==> config.mk <==
export PLATFORM = sky130hd
export DESIGN_NAME = global_mem_arbiter
export DESIGN_NICKNAME = d
export VERILOG_FILES = /design/src/rtl/global_mem_arbiter.sv
export SDC_FILE = /design/constraint.sdc
export NUM_CORES = 1
export LEC_CHECK = 0
export ABC_AREA = 1
export ABC_CLOCK_PERIOD_IN_PS = 2500
export BUFFER_PORTS_ARGS = -buffer_cell sky130_fd_sc_hd__buf_4
export CORE_AREA = 2 2 160 162
export CTS_CLUSTER_DIAMETER = 50
export DETAILED_ROUTE_END_ITERATION = 16
export DIE_AREA = 0 0 162 164
export GPL_TIMING_DRIVEN = 0
export SLEW_MARGIN = 20
export SYNTH_ARGS = -nofsm -noshare
export SYNTH_HDL_FRONTEND = slang
export SYNTH_SLANG_ARGS = --single-unit
==> constraint.sdc <==
create_clock -name clk -period 2.5 [get_ports clk]
set_clock_uncertainty 0.2 [all_clocks]
set_input_delay 0.5 -clock clk [delete_from_list [all_inputs] [get_ports clk]]
set_output_delay 0.5 -clock clk [all_outputs]
set_load 0.05 [all_outputs]
==> src/rtl/global_mem_arbiter.sv <==
// Round-robin arbiter funnelling NUM_CORES core global-memory ports onto one memory port.
// One transaction in flight at a time: grant in IDLE, hold the request in ISSUE, report in RESPOND.
module global_mem_arbiter #(
    parameter int unsigned NUM_CORES = 4,
    parameter int unsigned TIMEOUT   = 255
) (
    input  logic                      clk,
    input  logic                      resetN,
    input  logic [NUM_CORES-1:0]      coreReadReq,
    input  logic [NUM_CORES-1:0]      coreWriteReq,
    input  logic [32*NUM_CORES-1:0]   coreMar,
    input  logic [32*NUM_CORES-1:0]   coreMdr,
    output logic [NUM_CORES-1:0]      coreFinishedRead,
    output logic [NUM_CORES-1:0]      coreFinishedWrite,
    output logic [31:0]               coreReadData,
    output logic                      memReq,
    output logic                      memWe,
    output logic [31:0]               memAddr,
    output logic [31:0]               memWData,
    input  logic                      memAck,
    input  logic [31:0]               memRData,
    output logic                      errTimeout
);

    localparam int unsigned IdxW = (NUM_CORES > 1) ? $clog2(NUM_CORES) : 1;
    localparam int unsigned CntW = $clog2(TIMEOUT + 1);

    typedef enum logic [1:0] {StIdle, StIssue, StRespond} state_e;

    state_e            state_q, state_d;
    logic [IdxW-1:0]   rr_ptr_q, rr_ptr_d;
    logic [IdxW-1:0]   grant_q, grant_d;
    logic [CntW-1:0]   tmo_cnt_q, tmo_cnt_d;
    logic [31:0]       rdata_q, rdata_d;
    logic              err_q, err_d;
    logic              we_q, we_d;
    logic [31:0]       addr_q, addr_d;
    logic [31:0]       wdata_q, wdata_d;

    logic [NUM_CORES-1:0] req;
    logic [IdxW-1:0]      pick;
    logic                 found;
    int unsigned          idx;

    assign req = coreReadReq | coreWriteReq;

    // First requester at or above rr_ptr_q, wrapping around the core count.
    always_comb begin
        pick  = '0;
        found = 1'b0;
        idx   = 0;
        for (int unsigned i = 0; i < NUM_CORES; i++) begin
            idx = (32'(rr_ptr_q) + i) % NUM_CORES;
            if (!found && req[idx[IdxW-1:0]]) begin
                found = 1'b1;
                pick  = idx[IdxW-1:0];
            end
        end
    end

    always_comb begin
        state_d   = state_q;
        rr_ptr_d  = rr_ptr_q;
        grant_d   = grant_q;
        tmo_cnt_d = tmo_cnt_q;
        rdata_d   = rdata_q;
        err_d     = err_q;
        we_d      = we_q;
        addr_d    = addr_q;
        wdata_d   = wdata_q;
        unique case (state_q)
            StIdle: begin
                if (found) begin
                    grant_d = pick;
                    // Read wins when a core raises both request lines.
                    we_d    = ~coreReadReq[pick];
                    addr_d  = coreMar[{pick, 5'b00000} +: 32];
                    wdata_d = coreMdr[{pick, 5'b00000} +: 32];
                    state_d = StIssue;
                end
            end
            StIssue: begin
                tmo_cnt_d = tmo_cnt_q + 1'b1;
                if (memAck) begin
                    rdata_d = memRData;
                    state_d = StRespond;
                end else if (tmo_cnt_q == CntW'(TIMEOUT - 1)) begin
                    err_d   = 1'b1;
                    rdata_d = 32'hDEADBEEF;
                    state_d = StRespond;
                end
            end
            StRespond: begin
                rr_ptr_d  = (grant_q == IdxW'(NUM_CORES - 1)) ? '0 : grant_q + 1'b1;
                tmo_cnt_d = '0;
                state_d   = StIdle;
            end
            default: state_d = StIdle;
        endcase
    end

    always_ff @(posedge clk) begin
        if (!resetN) begin
            state_q   <= StIdle;
            rr_ptr_q  <= '0;
            grant_q   <= '0;
            tmo_cnt_q <= '0;
            rdata_q   <= '0;
            err_q     <= 1'b0;
            we_q      <= 1'b0;
            addr_q    <= '0;
            wdata_q   <= '0;
        end else begin
            state_q   <= state_d;
            rr_ptr_q  <= rr_ptr_d;
            grant_q   <= grant_d;
            tmo_cnt_q <= tmo_cnt_d;
            rdata_q   <= rdata_d;
            err_q     <= err_d;
            we_q      <= we_d;
            addr_q    <= addr_d;
            wdata_q   <= wdata_d;
        end
    end

    assign memReq       = (state_q == StIssue);
    assign memWe        = we_q;
    assign memAddr      = addr_q;
    assign memWData     = wdata_q;
    assign coreReadData = rdata_q;
    assign errTimeout   = err_q;

    always_comb begin
        coreFinishedRead  = '0;
        coreFinishedWrite = '0;
        if (state_q == StRespond) begin
            if (we_q) begin
                coreFinishedWrite[grant_q] = 1'b1;
            end else begin
                coreFinishedRead[grant_q] = 1'b1;
            end
        end
    end

endmodule

==> summary.txt <==
Status
  • Status: complete, no violations

Pwr
  • Switching share of total power: 44.4%
  • Proportion of power drawn by combinational gates: 49.5%
  • IR drop worst, VDD: 290 uV
  • Internal cell power: 4050 uW
  • P per Cell Area: 600 mW/mm^2
  • Leak Pwr: 0.00724 uW
  • Switching component of the power: 3230 uW
  • Part of the total power dissipated in sequential elements: 30.1%
  • Overall power after layout: 7290 uW
  • Fraction of power consumed by the clock network: 20.4%

Worst setup path
  • Startpoint Class: flop
  • Crit path buf inv count: 2
  • Arrival time of data at the critical path endpoint: 1.68 ns
  • Critical path class: flop to output pin
  • Master of the slowest instance on the critical path: dfxtp_1
  • Largest fanout on the critical path: 4
  • Kind of end point of the critical path: output pin
  • Largest stage delay on the critical path: 0.33 ns
  • Crit path required time: 1.80 ns
  • Ordered cell list for the critical path: inv_1 > ha_1 > nand2_1 > nor2_1 > buf_4
  • Flop2flop setup slack: 0.15 ns
  • Crit path max-delay family: simple AND/OR/NAND/NOR gates

Logic synthesis
  • Top cell type's share of synthesized area: 27.8%
  • Synth area leader: dfxtp_1
  • Number of flops mapped to enable cells by yosys: 0
  • Synthesized net count: 1688
  • Leading cell types by total area after synthesis: dfxtp_1 28%, inv_1 16%, nand3_1 13%
  • Most frequent cells after synthesis: 343 x inv_1, 256 x nand2_1, 204 x nand3_1
  • Post-synthesis cell type count: 29
  • Netlist area before placement: 0.00807 mm^2
  • Synth warn: 0
  • Count leader, synth: inv_1
  • Proportion of synthesized flip-flops having asynchronous set or reset: 0%
  • Register bit count reported by yosys: 112
  • Mean cell area of the mapped netlist: 5.85 um^2
  • Sequential fraction of the synthesis area: 27.8%
  • Gate count of the mapped netlist: 1380
  • Primary flip-flop cell chosen by synthesis mapping: dfxtp_1

Cells and area
  • Share of the core filled with cells: 48.9%
  • Final non-filler cell total: 2137
  • Ratio of cells with drive above 1 in the final layout: 30.8%
  • Post-synthesis to final-layout area growth: 50.4%
  • Final layout net count: 2110
  • Inserted Diodes: 0
  • Final std cell area, no fill: 0.0121 mm^2

Drt
  • Via count: 10425
  • Number of remaining DRC errors: 0
  • Number of detailed-route iterations in the first pass: 6
  • Drt via density: 4.88
  • Drt initial violations: 776
  • Final antenna-violating net count: 0
  • Final WL: 35100 um
  • Average routed wire per standard cell: 16.4 um

Placement
  • Placed inst area: 0.0115 mm^2
  • Quantity of I/O buffers inserted on ports: 404
  • Sum of net half-perimeters after detailed placement: 27600 um
  • Placed Cells incl. Taps: 2114
  • Placer congestion estimate: 0.947

Timing
  • Worst Max-Slew Pin Slew: 0.617 ns
  • Final-report max-slew violation count: 0
  • Total Neg Setup Slack: 0 ns
  • Max_slew headroom: 58.8%
  • Setup repair after global routing missed its margin: true
  • Min Tclk post-route: 2.38 ns
  • Max frequency: 0.420 GHz
  • Final count of negative-setup-slack endpoints: 0
  • Share of the cycle needed by the critical path after routing: 95.3%
  • Number of hold-slack violations in the final timing report: 0

Clock tree
  • Maximum number of buffers from clock root to sink: 2
  • Maximum level of the CTS H-tree: 3
  • Later-pin clock latency in the skew report: 0.35 ns
  • Clock tree from TritonCTS: done
  • Clock-pin slew on the worst setup and hold paths: 0.09 ns
  • Count of hold buffers inserted by post-cts repair: 0
  • Clk Tree Root Cell: clkbuf_16
  • Sink Count: 112
  • Inserted Clock Buffers: 9

GRT
  • First-pass GRT wire length: 53600 um
  • Via count of the first global-routing pass: 9965
  • Pin count of the biggest net entering global routing: 22
  • Initial antenna violation count: 0
  • Grt total ovfl: 0
  • Overall track demand over capacity in global routing: 25.5%

Die
  • Height of the chip: 164 um
  • Chip width: 162 um
  • Die Area: 0.0266 mm^2
  • Std-Cell Core Area: 0.0248 mm^2
  • Boundary pin count: 406
  • Starting Density: 32.5%
  • Floorplan row count: 58

Run
  • Number of max-cap violations: 0

Min path
  • Worst min-delay path category: input pin to flop
[worst min-delay path: stages]
cell and delay (ns):
buf_4 0.11, nand2_1 0.05, a21oi_1 0.05
[power groups by stage]
stage / logic [uW] / clock network, uW / registers (uW)
5_1_grt: 3900 / 1600 / 2220
3_3_place_gp: 3460 / 0 / 2210
6_report: 3610 / 1490 / 2190
4_1_cts: 3510 / 1540 / 2190
3_5_place_dp: 3470 / 0 / 2230
2_1_floorplan: 1380 / 0 / 3030
[layout by cell type, fill, tap and decap left out, types with 6 or more instances in the layout]
cell,n
clkbuf_4,20
clkbuf_16,10
inv_2,6
ha_1,9
buf_6,12
buf_2,26
nor2_1,149
nand2_1,252
nand4_1,131
inv_1,342
a21oi_1,20
dfxtp_1,111
clkbuf_2,8
nand3_1,203
clkbuf_1,15
o221a_2,24
buf_4,424
[final cells by class]
class | count | area [um^2]
Buffer | 96 | 648
Clock buffer | 9 | 225
Clock inverter | 7 | 75.1
Fill cell | 2659 | 12700
Inverter | 349 | 1310
Multi-Input combinational cell | 819 | 4070
Sequential cell | 112 | 2240
Tap cell | 330 | 413
Timing Repair Buffer | 415 | 3150
[through the flow]
step                      hold slack, ns  worst slack, ns
after global placement             0.242           -0.692
after CTS                          0.177          0.00254
after detailed placement           0.249           -0.705
final                              0.192            0.118
after floorplan                    0.256            0.309
after global routing               0.191          -0.0271
[cells by family after synthesis]
kind of cell,synth area share [%]
adders and majority gates,1.40
and+or+nand+nor,43.1
DFF,27.8
AOI/OAI and AO/OA,5.22
buffers and inverters,22.4
xor gates and xnor gates,0.109
[state kept, by name (all words and copies together) (netlist names)]
name          count
state_q           2
grant_q           2
memWData         32
coreReadData     32
memAddr          32
errTimeout        1
memWe             1
rr_ptr_q          2
tmo_cnt_q         8
[per-layer routing]
| metal | vias to the layer above | routed length [um] | GRT usage [%] |
|---|---|---|---|
| met1 | 4798 | 15200 | 33.5 |
| met3 | 64 | 2080 | 3.13 |
| met5 | - | 0 | 0 |
| met2 | 411 | 16700 | 42.7 |
| met4 | 0 | 1090 | 9.53 |
| li1 | 5152 | - | - |
[what timing repair did]
| action | 4_1_cts | 5_1_grt |
|---|---|---|
| cloned | 0 | 1 |
| hold endpoints to repair | 0 | 0 |
| pin swaps | 1 | 2 |
| setup endpoints to repair | 67 | 88 |
| buffers inserted | 3 | 7 |
| resized for setup | 19 | 76 |
[worst paths after layout]
| path | start | end | cells after the start |
|---|---|---|---|
| setup / recovery | state_q[0] | coreFinishedRead[1] | 5 |
| hold / removal | memRData[14] | coreReadData[14] | 3 |
| setup reg to reg | rr_ptr_q[0] | memWData[15] | 16 |
| hold reg to reg | coreReadData[14] | coreReadData[14] | 2 |
Power figures use the tool's default switching activity.
